$ cat src/rtl/uart_pkg.sv
// Shared UART definitions: receiver FSM state type and default bit timing.
package uart_pkg;

  localparam int UART_CLKS_PER_BIT = 25;
  localparam int UART_DATA_BITS    = 8;

  typedef enum logic [2:0] {
    IDLE,
    START,
    DATA,
    STOP,
    WAIT_IDLE
  } rx_state_t;

endpackage

$ cat src/rtl/uart_rx_if.sv
// Byte-stream side of the UART receiver: valid/ready data plus status flags.
interface uart_rx_if
  import uart_pkg::*;
#(
  parameter int DATA_BITS = UART_DATA_BITS
) ();

  logic [DATA_BITS-1:0] o_data;
  logic                 o_valid;
  logic                 i_ready;
  logic                 o_frame_err;
  logic                 o_overrun;
  logic                 o_busy;

  modport master (
    output o_data, o_valid, o_frame_err, o_overrun, o_busy,
    input  i_ready
  );

  modport slave (
    input  o_data, o_valid, o_frame_err, o_overrun, o_busy,
    output i_ready
  );

endinterface

$ cat src/rtl/uart_counter.sv
// Free-running modulo-N cycle counter used for UART bit timing.
module uart_counter #(
  parameter int N = 25
) (
  input  logic                 i_clk,
  input  logic                 i_rst,
  output logic [$clog2(N)-1:0] o_count
);

  localparam int            CW   = $clog2(N);
  localparam logic [CW-1:0] LAST = CW'(N - 1);

  always_ff @(posedge i_clk) begin
    if (i_rst) begin
      o_count <= '0;
    end else if (o_count == LAST) begin
      o_count <= '0;
    end else begin
      o_count <= o_count + CW'(1);
    end
  end

endmodule

$ cat src/rtl/uart_rx.sv
// UART receiver: 2-FF synchroniser, mid-bit sampling FSM, valid/ready output
// with framing-error and overrun pulses.
module uart_rx
  import uart_pkg::*;
#(
  parameter int CLKS_PER_BIT = UART_CLKS_PER_BIT,
  parameter int DATA_BITS    = UART_DATA_BITS
) (
  input  logic      i_clk,
  input  logic      i_rst,
  input  logic      i_rx,
  uart_rx_if.master rx_bus
);

  localparam int            HALF      = CLKS_PER_BIT / 2;
  localparam int            CW        = $clog2(CLKS_PER_BIT);
  localparam logic [CW-1:0] SAMPLE_AT = CW'(HALF - 1);
  localparam logic [3:0]    LAST_BIT  = 4'(DATA_BITS - 1);

  if (CLKS_PER_BIT < 4) begin : g_cpb_check
    $error("uart_rx: CLKS_PER_BIT must be at least 4");
  end
  if (DATA_BITS < 5 || DATA_BITS > 9) begin : g_bits_check
    $error("uart_rx: DATA_BITS must be in 5..9");
  end

  logic                 rx_meta;
  logic                 rx_s;
  rx_state_t            state;
  logic [DATA_BITS-1:0] shift_reg;
  logic [3:0]           bit_cnt;
  logic [CW-1:0]        timer;
  logic                 timer_rst;
  logic                 sample;

  always_ff @(posedge i_clk) begin
    if (i_rst) begin
      rx_meta <= 1'b1;
      rx_s    <= 1'b1;
    end else begin
      rx_meta <= i_rx;
      rx_s    <= rx_meta;
    end
  end

  // Timer is held at zero in IDLE, so it runs continuously from the cycle
  // after the start edge; every sample point falls where it reads HALF-1.
  assign timer_rst = i_rst | (state == IDLE);
  assign sample    = (timer == SAMPLE_AT);

  uart_counter #(
    .N(CLKS_PER_BIT)
  ) u_timer (
    .i_clk  (i_clk),
    .i_rst  (timer_rst),
    .o_count(timer)
  );

  always_ff @(posedge i_clk) begin
    if (i_rst) begin
      state              <= IDLE;
      shift_reg          <= '0;
      bit_cnt            <= '0;
      rx_bus.o_data      <= '0;
      rx_bus.o_valid     <= 1'b0;
      rx_bus.o_frame_err <= 1'b0;
      rx_bus.o_overrun   <= 1'b0;
      rx_bus.o_busy      <= 1'b0;
    end else begin
      rx_bus.o_frame_err <= 1'b0;
      rx_bus.o_overrun   <= 1'b0;
      if (rx_bus.o_valid && rx_bus.i_ready) begin
        rx_bus.o_valid <= 1'b0;
      end

      case (state)
        IDLE: begin
          if (!rx_s) begin
            state         <= START;
            rx_bus.o_busy <= 1'b1;
          end
        end

        START: begin
          if (sample) begin
            if (rx_s) begin
              state         <= IDLE;
              rx_bus.o_busy <= 1'b0;
            end else begin
              state   <= DATA;
              bit_cnt <= '0;
            end
          end
        end

        DATA: begin
          if (sample) begin
            shift_reg <= {rx_s, shift_reg[DATA_BITS-1:1]};
            if (bit_cnt == LAST_BIT) begin
              state <= STOP;
            end else begin
              bit_cnt <= bit_cnt + 4'd1;
            end
          end
        end

        STOP: begin
          if (sample) begin
            if (rx_s) begin
              // A same-cycle handshake frees the output register for the new byte.
              if (!rx_bus.o_valid || rx_bus.i_ready) begin
                rx_bus.o_data  <= shift_reg;
                rx_bus.o_valid <= 1'b1;
              end else begin
                rx_bus.o_overrun <= 1'b1;
              end
              state         <= IDLE;
              rx_bus.o_busy <= 1'b0;
            end else begin
              rx_bus.o_frame_err <= 1'b1;
              state              <= WAIT_IDLE;
            end
          end
        end

        WAIT_IDLE: begin
          if (rx_s) begin
            state         <= IDLE;
            rx_bus.o_busy <= 1'b0;
          end
        end

        default: begin
          state         <= IDLE;
          rx_bus.o_busy <= 1'b0;
        end
      endcase
    end
  end

endmodule

$ cat src/flat_wrapper.sv
// flat-port wrapper written by rule: the top's interface ports become plain ports
module uart_rx_flat import uart_pkg::*;
#(
  parameter int CLKS_PER_BIT = UART_CLKS_PER_BIT,
  parameter int DATA_BITS    = UART_DATA_BITS
)
  (i_clk, i_rst, i_rx, rx_bus_o_data, rx_bus_o_valid, rx_bus_o_frame_err, rx_bus_o_overrun, rx_bus_o_busy, rx_bus_i_ready);
  uart_rx_if #(.DATA_BITS(DATA_BITS)) rx_bus_i ();
  input  logic i_clk;
  input  logic i_rst;
  input  logic i_rx;
  output wire logic [$bits(rx_bus_i.o_data)-1:0] rx_bus_o_data;
  output wire logic [$bits(rx_bus_i.o_valid)-1:0] rx_bus_o_valid;
  output wire logic [$bits(rx_bus_i.o_frame_err)-1:0] rx_bus_o_frame_err;
  output wire logic [$bits(rx_bus_i.o_overrun)-1:0] rx_bus_o_overrun;
  output wire logic [$bits(rx_bus_i.o_busy)-1:0] rx_bus_o_busy;
  input wire logic [$bits(rx_bus_i.i_ready)-1:0] rx_bus_i_ready;
  assign rx_bus_o_data = rx_bus_i.o_data;
  assign rx_bus_o_valid = rx_bus_i.o_valid;
  assign rx_bus_o_frame_err = rx_bus_i.o_frame_err;
  assign rx_bus_o_overrun = rx_bus_i.o_overrun;
  assign rx_bus_o_busy = rx_bus_i.o_busy;
  assign rx_bus_i.i_ready = rx_bus_i_ready;
  uart_rx #(.CLKS_PER_BIT(CLKS_PER_BIT), .DATA_BITS(DATA_BITS)) u_core (.i_clk(i_clk), .i_rst(i_rst), .i_rx(i_rx), .rx_bus(rx_bus_i));
endmodule
$ cat config.mk
export PLATFORM = sky130hd
export DESIGN_NAME = uart_rx_flat
export DESIGN_NICKNAME = d
export VERILOG_FILES = /design/src/rtl/uart_pkg.sv /design/src/rtl/uart_rx_if.sv /design/src/rtl/uart_counter.sv /design/src/rtl/uart_rx.sv /design/src/flat_wrapper.sv
export SDC_FILE = /design/constraint.sdc
export NUM_CORES = 1
export LEC_CHECK = 0
export ABC_AREA = 1
export CORE_UTILIZATION = 59
export DETAILED_ROUTE_END_ITERATION = 10
export PLACE_DENSITY = 0.83
export SYNTH_ARGS = -nofsm -noshare
export SYNTH_HDL_FRONTEND = slang
export SYNTH_SLANG_ARGS = --single-unit
$ cat constraint.sdc
create_clock -name i_clk -period 2.6 [get_ports i_clk]
set_input_delay 0.39 -clock i_clk [delete_from_list [all_inputs] [get_ports i_clk]]
set_output_delay 0.39 -clock i_clk [all_outputs]
set_load 0.02 [all_outputs]
==> summary.txt, run 1 <==
Run status
  • Run status: finished clean

Global route
  • Largest net degree at the start of global routing: 24
  • GRT overflow: 0
  • GRT Util Overall: 23.9%
  • Vias in the first global route: 1188
  • First-pass GRT wire length: 4660 um
  • Initial antenna violation count: 0

Setup path
  • Crit path buffers/inverters: 1
  • CP max stage cell: clkdlybuf4s50_1
  • Crit-path cells: clkdlybuf4s50_1
  • CP Class: register to output pin
  • WP data arrival: 1300 ps
  • Slowest stage delay, CP: 610 ps
  • Family with the most delay on the worst path: buffers and inverters
  • Required time of the critical path: 2210 ps
  • CP Max Fanout: 2
  • Element type at the critical path start: register
  • Endpoint class of the critical path: output pin

Clock network
  • Clock buffer count from CTS: 5
  • Clk Latency, worst-skew pair: 340 ps
  • H-tree depth: 2
  • Clock-pin slew of the registers on the worst-case setup and hold paths: 100 ps
  • Max Buffers Root-to-Sink: 2
  • Post-cts hold buffer count: 0
  • Root Buffer Master: clkbuf_4
  • CTS tree: done
  • Post-CTS Setup Inserts: 0
  • Post_cts resized: 0
  • Num Clock Sinks: 34

Pwr
  • Total leakage power: 0.736 nW
  • Pwr/cell area: 841 nW/um2
  • VDD IR-drop max: 0.808 mV

Drt
  • DR vias/cell: 5.09
  • Total number of vias: 1251
  • Routed len/inst: 11.0 um
  • Initial drt markers: 24
  • # DRC: 0
  • Antenna viol nets, final: 0
  • Final wirelength: 2710 um
  • Detailed Routing Iterations Pass 1: 4

Final layout
  • Area Overhead vs Synth: 15.7%
  • Antenna cells: 0
  • Nets@finish: 224
  • Fin area: 1720 um2
  • Commonest non-fill, non-tap cell in the layout: nor2_1
  • Commonest cells after routing, fill and taps aside: nor2_1, dfxtp_1, nand2_1
  • Fraction of final layout cells sized beyond drive strength 1: 13.8%

Floorplanning
  • Core box area: 2300 um2
  • Initial Util: 64.8%
  • Num rows: 17
  • Die span in y: 52.2 um
  • Die Wd: 52.2 um
  • Die area: 2730 um2
  • Io pins: 16

Placed design
  • DP Area: 1660 um2
  • Gpl congestion: 0.926
  • Setup WS pre-CTS: 848 ps
  • Port bufs: 15
  • DP Wirelength: 2010 um

STA
  • Setup ws final: 907 ps
  • Min cycle time layout: 1690 ps
  • Max Slew Vio Count: 0
  • Final period utilization: 65.1%
  • Endpoints failing hold: 0
  • RSZ-0062 raised after global routing: false
  • Max Fclk: 591 MHz
  • Rel. slew slack: 65.9%
  • Worst slew pin tran: 511 ps
  • Final setup viols: 0
  • Skew final: 11.4 ps
  • Final TNS setup: 0 ps

Logic synthesis
  • Flops & latches, synth: 34
  • Mapped Nets: 204
  • Dominant cell type by area after synthesis: dfxtp_1
  • Post-synthesis cell area: 1490 um2
  • Largest cells by area after synthesis: dfxtp_1, nor2_1, o21ai_0
  • Mapped Cells: 197
  • Yosys warnings: 0
  • Post-Syn Area per Cell: 7.55 um2
  • Count of different cell masters after synthesis: 25
  • Seq/Total Area, Yosys: 45.8%
  • Yosys top cell area share: 45.8%

Flow run
  • Max Cap Viol: 0

Hold path
  • Hold WC Path Type: register to register
layout make-up:
cell class | instances | area [um2]
Clock inverter | 2 | 12.5
Clock buffer | 6 | 51.3
Fill cell | 174 | 576
Tap cell | 28 | 35.0
Inverter | 22 | 87.6
Multi-Input combinational cell | 139 | 704
Sequential cell | 34 | 681
Timing Repair Buffer | 15 | 150
per-layer routing:
layer	routed length (um)	GRT usage [%]	vias to the layer above	part of all wire, %
met4	55	14.9	0	2.0
li1	-	-	664	-
met1	1260	26.5	554	47
met3	102	6.38	7	3.8
met5	0	0	-	0
met2	1290	40.2	26	48
synth_stat cells:
cell type and number:
or2_2 3, buf_6 1, nand2_1 22, nor2_4 2, a21oi_1 8, o21ai_2 1
nor2_1 52, nor2_2 4, a31oi_1 1, nor4_1 1, xor2_1 2, nand4_1 1
dfxtp_1 34, o21ai_0 20, buf_1 1, nand2_2 3, nand3_4 1, inv_1 18
nand2_4 3, inv_2 3, nand4_2 1, clkinv_4 1, nand3_1 9, ha_1 3
nor3_1 2
path summary, 6_finish.rpt:
check,start,to,slack (ps),depth (start not counted)
worst min register to register,u_core.rx_meta$_SDFF_PP1_,u_core.rx_s$_SDFF_PP1_,420,1
worst max register to register,u_core.u_timer.o_count[0]$_SDFF_PP0_,u_core.rx_bus.o_busy$_SDFFE_PP0P_,1020,8
worst min-delay path,u_core.rx_meta$_SDFF_PP1_,u_core.rx_s$_SDFF_PP1_,420,1
worst max-delay path,u_core.rx_bus.o_data[3]$_SDFFE_PP0P_,rx_bus_o_data[3],910,1
cell families after synthesis:
family | count (synthesis) | share of synthesized area, %
AO/OA/AOI/OAI | 30 | 10.4
flip-flops | 34 | 45.8
AND/OR/NAND/NOR | 104 | 33.2
adder cells (fa/ha/maj) | 3 | 2.52
buffers and inverters | 24 | 6.90
XOR/XNOR | 2 | 1.18
where the power goes:
group	total [W]	internal (W)	switching, W
Combinational	0.000507	0.000175	0.000332
Sequential	0.000636	0.000578	0.0000576
Clock	0.000306	0.000130	0.000176
stage by stage:
stage,power [W],hold slack [ps],instances,utilization (%)
3_3_place_gp,0.00113,395,238,72.2
5_1_grt,0.00157,425,246,74.9
6_report,0.00145,416,246,74.9
3_5_place_dp,0.00115,395,238,72.2
2_1_floorplan,0.00105,389,197,-
4_1_cts,0.00145,418,246,74.9
Power figures use the tool's default switching activity.
==> run 2, diff against run 1 <==
--- a/config.mk
+++ b/config.mk
@@ -6,9 +6,9 @@
 export NUM_CORES = 1
 export LEC_CHECK = 0
 export ABC_AREA = 1
-export CORE_UTILIZATION = 59
+export CORE_UTILIZATION = 49
 export DETAILED_ROUTE_END_ITERATION = 10
-export PLACE_DENSITY = 0.83
+export PLACE_DENSITY = 0.73
 export SYNTH_ARGS = -nofsm -noshare
 export SYNTH_HDL_FRONTEND = slang
 export SYNTH_SLANG_ARGS = --single-unit
==> constraint.sdc (replaced) <==
create_clock -name i_clk -period 1.4 [get_ports i_clk]
set_input_delay 0.21 -clock i_clk [delete_from_list [all_inputs] [get_ports i_clk]]
set_output_delay 0.21 -clock i_clk [all_outputs]
set_load 0.02 [all_outputs]
==> summary.txt, run 2 (synthesized netlist as in run 1, its figures left out) <==
Pwr
  • Total leakage power: 0.892 nW (was 0.736 nW)
  • VDD IR-drop max: 0.921 mV (was 0.808 mV)
  • Total Power: 0.00301 W (was 0.00145 W)
  • Pwr/cell area: 1550 nW/um2 (was 841 nW/um2)

Clock network
  • Clk Latency, worst-skew pair: 340 ps (about the same)
  • Post-cts hold buffer count: 0 (unchanged)
  • Num Clock Sinks: 34 (unchanged)
  • Clock-pin slew of the registers on the worst-case setup and hold paths: 100 ps (about the same)
  • CTS tree: done (unchanged)
  • Clock buffer count from CTS: 5 (unchanged)
  • H-tree depth: 2 (unchanged)
  • Root Buffer Master: clkbuf_4 (unchanged)
  • Max Buffers Root-to-Sink: 2 (unchanged)

Final layout
  • Fraction of final layout cells sized beyond drive strength 1: 25.1% (was 13.8%)
  • Commonest cells after routing, fill and taps aside: nor2_1, dfxtp_1, nand2_1 (unchanged)
  • Nets@finish: 238 (was 224)
  • Commonest non-fill, non-tap cell in the layout: nor2_1 (unchanged)
  • Final Util: 69.1% (was 74.9%)
  • Antenna cells: 0 (unchanged)
  • Area Overhead vs Synth: 30.4% (was 15.7%)

Drt
  • # DRC: 2 (was 0)
  • Total number of vias: 1330 (was 1251)
  • Routed len/inst: 11.4 um (was 11.0 um)
  • DR vias/cell: 5.08 (was 5.09)
  • Antenna viol nets, final: 0 (unchanged)
  • Initial drt markers: 56 (was 24)
  • Detailed Routing Iterations Pass 1: 7 (was 4)
  • Final wirelength: 3000 um (was 2710 um)

Setup path
  • CP Class: register to register (was register to output pin)
  • CP Max Fanout: 6 (was 2)
  • Endpoint class of the critical path: register (was output pin)
  • Element type at the critical path start: register (unchanged)
  • WP data arrival: 1590 ps (was 1300 ps)
  • Required time of the critical path: 1640 ps (was 2210 ps)

Floorplanning
  • Die Wd: 57.1 um (was 52.2 um)
  • Num rows: 19 (was 17)
  • Core box area: 2810 um2 (was 2300 um2)
  • Initial Util: 53.0% (was 64.8%)
  • Die area: 3260 um2 (was 2730 um2)
  • Io pins: 16 (unchanged)
  • Die span in y: 57.1 um (was 52.2 um)

Global route
  • GRT Util Overall: 19.8% (was 23.9%)
  • Largest net degree at the start of global routing: 24 (unchanged)
  • First-pass GRT wire length: 4920 um (was 4660 um)
  • Vias in the first global route: 1201 (was 1188)
  • Initial antenna violation count: 0 (unchanged)
  • GRT overflow: 0 (unchanged)

Run status
  • Failing checks: design-rule violations
  • Run status: finished, violations left (was finished clean)

STA
  • Setup ws final: 50.0 ps (was 907 ps)
  • Worst slew pin tran: 271 ps (was 511 ps)
  • Final period utilization: 96.4%
  • Min cycle time layout: 1350 ps
  • Max Slew Vio Count: 0 (unchanged)
  • RSZ-0062 raised after global routing: true (was false)
  • Final setup viols: 0 (unchanged)
  • Skew final: 6.02 ps (was 11.4 ps)
  • Endpoints failing hold: 0 (unchanged)
  • Rel. slew slack: 81.9% (was 65.9%)
  • Max Fclk: 741 MHz

Placed design
  • Setup WS pre-CTS: -101 ps (was 848 ps)
  • Port bufs: 15 (unchanged)
  • DP Wirelength: 2040 um (was 2010 um)
  • Gpl congestion: 0.787 (was 0.926)

Hold path
  • Hold WC Path Type: register to register (unchanged)

Flow run
  • Max Cap Viol: 0 (unchanged)
-- run 2: cell types whose count changed in the layout (fill, tap and decap cells not counted), moves of 3 or more --
cell	delta
clkdlybuf4s50_1	-12
dlygate4sd2_1	+12
buf_4	+11
o21ai_0	-11
o21ai_1	+6
dfxtp_1	-4
o21ai_2	+4
dfxtp_2	+3
nor2_1	-3
-- run 2: area by class of cell --
class	count	area, um2
clock buffers	6	51.3
clock inverters	1	30.0
fillers	238	866
inverters	22	90.1
multi-input cells	140	783
flip-flops and latches	34	688
well taps	31	38.8
repair buffers	28	258
-- run 2: repair_timing --
action                     4_1_cts  5_1_grt
pin swaps                        4       11
setup endpoints to repair       30       16
gates cloned                     1        0
gates resized for setup         30       15
buffers inserted                 1        2
hold endpoints to repair         0        0
-- run 2: critical path, cell delays in order, from the launching register on --
cell and delay, ps:
dfxtp_2 360, ha_4 160, inv_4 40, nor2_4 90, nand2_4 100, nor2_4 170, nand3_4 130, o21ai_1 150
nor2_1 60
-- run 2: final timing paths --
kind / start / end / slack (ps) / depth (start not counted)
worst min-delay path: u_core.rx_meta$_SDFF_PP1_ / u_core.rx_s$_SDFF_PP1_ / 420 / 1
worst min register to register: u_core.rx_meta$_SDFF_PP1_ / u_core.rx_s$_SDFF_PP1_ / 420 / 1
worst max register to register: u_core.u_timer.o_count[0]$_SDFF_PP0_ / u_core.rx_bus.o_data[4]$_SDFFE_PP0P_ / 50 / 8
worst max-delay path: u_core.u_timer.o_count[0]$_SDFF_PP0_ / u_core.rx_bus.o_data[4]$_SDFFE_PP0P_ / 50 / 8
-- run 2: routing by layer --
layer  track usage, %  vias up  routed length (um)
met4             8.36        0                  74
met2             33.6       25                1460
met3             6.80        7                 112
li1                 -      700                   -
met1             22.8      598                1350
met5                0        -                   0
-- run 2: power by group --
group	switching [W]	internal (W)
combinational	0.000675	0.000410
sequential	0.000102	0.00109
clock	0.000319	0.000416
total	0.00110	0.00191
-- run 2: metrics by stage --
stage / area, um2 / hold slack, ps / setup TNS (ps) / std cells
3_5_place_dp: 1750 / 403 / -961 / 251
6_report: 1940 / 424 / 0 / 262
3_3_place_gp: 1750 / 397 / -218 / 251
2_1_floorplan: 1490 / 279 / 0 / 197
5_1_grt: 1940 / 434 / -331 / 262
4_1_cts: 1870 / 416 / 0 / 260
==> run 3, diff against run 2 <==
--- a/config.mk
+++ b/config.mk
@@ -6,6 +6,7 @@
 export NUM_CORES = 1
 export LEC_CHECK = 0
 export ABC_AREA = 1
+export CAP_MARGIN = 10
 export CORE_UTILIZATION = 49
 export DETAILED_ROUTE_END_ITERATION = 10
 export PLACE_DENSITY = 0.73
==> results of run 3 <==
The final DEF is identical to that of run 2; final timing and power are the same.
==> edit 1, RTL diff (flow settings as in run 3) <==
Set the package constant `UART_CLKS_PER_BIT` to 50 (it was 25).
--- a/src/rtl/uart_pkg.sv
+++ b/src/rtl/uart_pkg.sv
@@ -2,5 +2,5 @@
 package uart_pkg;
 
-  localparam int UART_CLKS_PER_BIT = 25;
+  localparam int UART_CLKS_PER_BIT = 50;
   localparam int UART_DATA_BITS    = 8;
 
Check against the original RTL: no difference found for any inputs over 10 cycles, from zero or initial values and one cycle with i_rst high; that may be too few to reach the edited logic, so the function may still have changed.
==> edit 1 against run 3 <==
- the flow finishes with violations (negative setup slack)
- final area is 5.0% higher
- hold slack worse by 0.0078 ns
- die area is 4.8% higher
- cell count is 6.9% higher
- routed wire length is 20% higher
- sequential cell count is 1 higher
- setup slack worse by 0.082 ns
- non-clock buffer count is 3 higher
- area after synthesis is 5.0% higher
- largest cell class unchanged
Power is not compared: it rests on default switching activity, and its combinational part moved more than twofold at a synthesized area within 25%.
==> edit 1: results (changes against run 3) <==
{| class="wikitable"
! Metric !! Value
|-
| Met1 WL || 1530 um (+13%)
|-
| Number of placed instances with taps included || 265 (+5.6%)
|-
| HPWL after detailed placement || 2389 um (+17%)
|-
| Post-layout instance count excluding filler cells || 280 (+6.9%)
|-
| Setup TNS after final layout || -0.1119 ns (-0.1119 ns)
|-
| Number of antenna violations at the first check in global routing || 0 (unchanged)
|-
| Global-route wire length before repair || 5865 um (+19%)
|-
| Wire length on met3 || 187 um (+67%)
|-
| Slowest Stage Delay on Critical Path || 0.34 ns (-0.02 ns)
|-
| Total Wirelength || 3593 um (+20%)
|-
| Failing checks || negative setup slack
|-
| Filler instances || 245 (+2.9%)
|-
| GR met2 Demand/Resource || 0.3826 (+0.04646)
|-
| Netlist cell types || 28 (+12%)
|-
| Share of post-route cells with drive strength above 1 || 0.2839 (+0.03282)
|-
| Worst slew margin relative to its limit || 0.7352 (-0.08401)
|-
| Cell occurring most often along the worst timing path || sky130_fd_sc_hd__inv_2
|-
| Reg2Reg Depth || 9 (+1)
|-
| Global-route track usage on met1 || 0.2604 (+0.03227)
|-
| Total nets after synthesis || 207 (+1.5%)
|-
| Pre-CTS worst setup slack || -0.04293 ns (+0.05815 ns)
|-
| Max Clock Skew || 0.006057 ns (+0.00003633 ns)
|-
| Total global routing track utilization || 0.2324 (+0.03411)
|-
| Met2 routed WL || 1792 um (+23%)
|-
| Run status || finished, violations left
|-
| Number of DRC markers in iteration 0 || 66 (+18%)
|-
| Crit path arrival time || 1.72 ns (+0.13 ns)
|-
| Average footprint of a synthesized cell || 7.847 sq um (+3.9%)
|-
| Largest net degree at the start of global routing || 18 (-25%)
|-
| Largest driver fanout on the critical path || 7 (+1)
|-
| Number of vias per cell after detailed routing || 5.061 (-0.31%)
|-
| # setup viols final || 8 (+8)
|-
| Seq/Total Area, Yosys || 0.4487 (-0.008809)
|-
| Reg2Reg Capture Point || u_core.shift_reg[3]
|-
| Detailed Routing Iterations Pass 1 || 4 (-3)
|-
| Number of global-route vias before repair || 1350 (+12%)
|-
| Synth top area cells || sky130_fd_sc_hd__dfxtp_1 (45%), sky130_fd_sc_hd__nor2_1 (9.6%), sky130_fd_sc_hd__nand2_1 (7.0%)
|-
| Leading cell types by count after synthesis || sky130_fd_sc_hd__nor2_1 (40), sky130_fd_sc_hd__dfxtp_1 (35), sky130_fd_sc_hd__nand2_1 (29)
|-
| Crit path launch type || register
|-
| Final GP Congestion || 0.8253 (+4.9%)
|-
| Startpoint of the worst register-to-register path || u_core.u_timer.o_count[1]
|-
| Setup WS post-layout || -0.03167 ns (-0.08166 ns)
|-
| Placement Cell Area || 0.001842 sq mm (+5.3%)
|}
==> edit 1: changes by cell type after synthesis, moves of 2 or more <==
cell                       delta
sky130_fd_sc_hd__nand2_4      -2
sky130_fd_sc_hd__nand3_1      +5
sky130_fd_sc_hd__nand2_1      +7
sky130_fd_sc_hd__nor3_1       -2
sky130_fd_sc_hd__a21oi_1      +9
sky130_fd_sc_hd__nand3_2      +2
sky130_fd_sc_hd__clkbuf_1     +2
sky130_fd_sc_hd__inv_1        -4
sky130_fd_sc_hd__nor2_4       +2
sky130_fd_sc_hd__nor2_1      -12
sky130_fd_sc_hd__nand4_1      +4
sky130_fd_sc_hd__o21ai_0     -11
==> edit 1: cell families after synthesis <==
| logic type | count (synthesis) | share of synthesized area |
|---|---|---|
| AOI/OAI and AO/OA | 30 | 0.1098 |
| DFF | 35 | 0.4487 |
| adders and majority gates | 4 | 0.03205 |
| buffers and inverters | 21 | 0.05128 |
| and+or+nand+nor | 107 | 0.3470 |
| xor gates and xnor gates | 2 | 0.01122 |
==> edit 1: power by group <==
part	internal (mW)	total, mW	leakage [nW]	switching, mW
logic	0.0881	0.231	0.546	0.143
registers	1.02	1.04	0.284	0.0187
clock network	0.295	0.629	0.0386	0.334
==> edit 1: area by class of cell <==
type                            count  area share
Clock buffer                        8     0.03380
Inverter                           18     0.03442
Multi-Input combinational cell    144      0.4161
Sequential cell                    35      0.3460
Tap cell                           44     0.02704
Timing Repair Buffer               31      0.1426
==> edit 1: repair_timing <==
item,4_1_cts,5_1_grt
pin swaps,3,9
buffers inserted,4,2
endpoints found under the setup margin,25,26
gates cloned,0,1
resized for setup,15,29
==> edit 1: worst reg2reg max path, cell delays in order, from the launching register on <==
cell and delay, ns:
sky130_fd_sc_hd__dfxtp_2 0.34, sky130_fd_sc_hd__inv_2 0.07, sky130_fd_sc_hd__ha_4 0.13, sky130_fd_sc_hd__nand2_2 0.05, sky130_fd_sc_hd__inv_2 0.07, sky130_fd_sc_hd__nand3_4 0.13
sky130_fd_sc_hd__nor2_4 0.27, sky130_fd_sc_hd__buf_6 0.15, sky130_fd_sc_hd__o21ai_0 0.08, sky130_fd_sc_hd__nor2_1 0.10
==> edit 1: worst min-delay path by stage <==
stage                    from        endpoint  depth (start not counted)
2_1_floorplan            i_rx  u_core.rx_meta                          1
3_3_place_gp   u_core.rx_meta     u_core.rx_s                          1
3_5_place_dp   u_core.rx_meta     u_core.rx_s                          1
4_1_cts                  i_rx  u_core.rx_meta                          2
5_1_grt                  i_rx  u_core.rx_meta                          2
6_report       u_core.rx_meta     u_core.rx_s                          1
==> edit 1: stage by stage <==
step	hold slack [ns]	util
floorplan	0.3138	-
global placement	0.3926	0.6083
detailed placement	0.3971	0.6083
CTS	0.4211	0.6384
global route	0.4426	0.6723
finish	0.4159	0.6723
==> edit 2, RTL diff (flow settings as in run 3) <==
Made on the original files. The 5 states of `rx_state_t` get a one-hot encoding in 5 bits.
--- a/src/rtl/uart_pkg.sv
+++ b/src/rtl/uart_pkg.sv
@@ -5,10 +5,10 @@
   localparam int UART_DATA_BITS    = 8;
 
-  typedef enum logic [2:0] {
-    IDLE,
-    START,
-    DATA,
-    STOP,
-    WAIT_IDLE
+  typedef enum logic [4:0] {
+    IDLE      = 5'b00001,
+    START     = 5'b00010,
+    DATA      = 5'b00100,
+    STOP      = 5'b01000,
+    WAIT_IDLE = 5'b10000
   } rx_state_t;
 
Formal check against the unedited RTL: no difference found for any inputs over 10 cycles, from zero or initial values and one cycle with i_rst high; not proved beyond that.
==> edit 2 against run 3 <==
- the flow finishes with violations (negative setup slack)
- area after synthesis increased by 9.7%
- sequential cell count grew 2
- routed wire length up 15%
- setup slack got worse by 0.080 ns
- clock skew grew 0.0049 ns
- cell count is 12% higher
- critical path depth rose by 2
- sequential power grew 6%
- final area increased by 8.5%
- total power rose by 4.3%
==> edit 2: results (changes against run 3) <==
{| class="wikitable"
! Metric !! Value
|-
| Run status || finished, violations left
|-
| Failing checks || negative setup slack
|-
| Non-clk invs || 21 (-4.5%)
|-
| Compound-cell area share of the yosys netlist || 0.09663 (-0.007664)
|-
| Fin area || 0.002105 sq mm (+8.5%)
|-
| Share of the final layout cell area in multi-input gates || 0.4251 (+0.02122)
|-
| Placement Cell Area || 0.001954 sq mm (+12%)
|-
| Number of DRC markers in iteration 0 || 74 (+32%)
|-
| Number of multi-input combinational cells || 154 (+10%)
|-
| Cells after Synth || 212 (+7.6%)
|-
| Total nets after synthesis || 219 (+7.4%)
|-
| Synthesized-area fraction occupied by adder cells || 0.02301 (-0.002225)
|-
| Buffer share of cell area || 0.1231 (-0.009836)
|-
| Max Clock Skew || 0.01088 ns (+0.004861 ns)
|-
| GR met2 Demand/Resource || 0.3302 (-0.005976)
|-
| Wire length on met3 || 164 um (+46%)
|-
| Post-layout instance count excluding filler cells || 294 (+12%)
|-
| Sequential cell area share || 0.3454 (-0.009417)
|-
| Share of post-route cells with drive strength above 1 || 0.2760 (+0.02492)
|-
| Area inside the core boundary || 0.003103 sq mm (+11%)
|-
| Setup WS post-layout || -0.02978 ns (-0.07977 ns)
|-
| Number of vias per cell after detailed routing || 4.871 (-4.0%)
|-
| Seq/Total Area, Yosys || 0.4417 (-0.01581)
|-
| Number of placed instances with taps included || 283 (+13%)
|-
| Global-route track usage on met1 || 0.2595 (+0.03134)
|-
| Crit path arrival time || 1.67 ns (+0.08 ns)
|-
| Non-CTS buffers || 31 (+11%)
|-
| Leakage component of the power || 0.9639 nW (+8.0%)
|-
| Hold Crit Class || primary input to register
|-
| # setup viols final || 4 (+4)
|-
| Setup TNS after final layout || -0.04355 ns (-0.04355 ns)
|}
## edit 2: cell count changes in the layout (fill, tap and decap cells not counted), moves of 3 or more
cell / before / now
sky130_fd_sc_hd__o21ai_1: 6 / 3
sky130_fd_sc_hd__nand4_1: 1 / 5
sky130_fd_sc_hd__o21ai_0: 9 / 15
sky130_fd_sc_hd__nand3_2: 0 / 4
sky130_fd_sc_hd__buf_4: 11 / 15
sky130_fd_sc_hd__nor2_4: 4 / 9
## edit 2: final timing paths
path	startpoint	endpoint	slack, ns	cells after the start
setup reg to reg	u_core.u_timer.o_count[0]	u_core.rx_bus.o_data[5]	-0.03	10
setup / recovery	u_core.u_timer.o_count[0]	u_core.rx_bus.o_data[5]	-0.03	10
hold reg to reg	u_core.rx_meta	u_core.rx_s	0.44	1
hold / removal	i_rx	u_core.rx_meta	0.42	2
## edit 2: where the power goes
part           internal (mW)  switching [mW]
sequential              1.15           0.115
combinational          0.438           0.716
clock                  0.372           0.348
total                   1.96            1.18
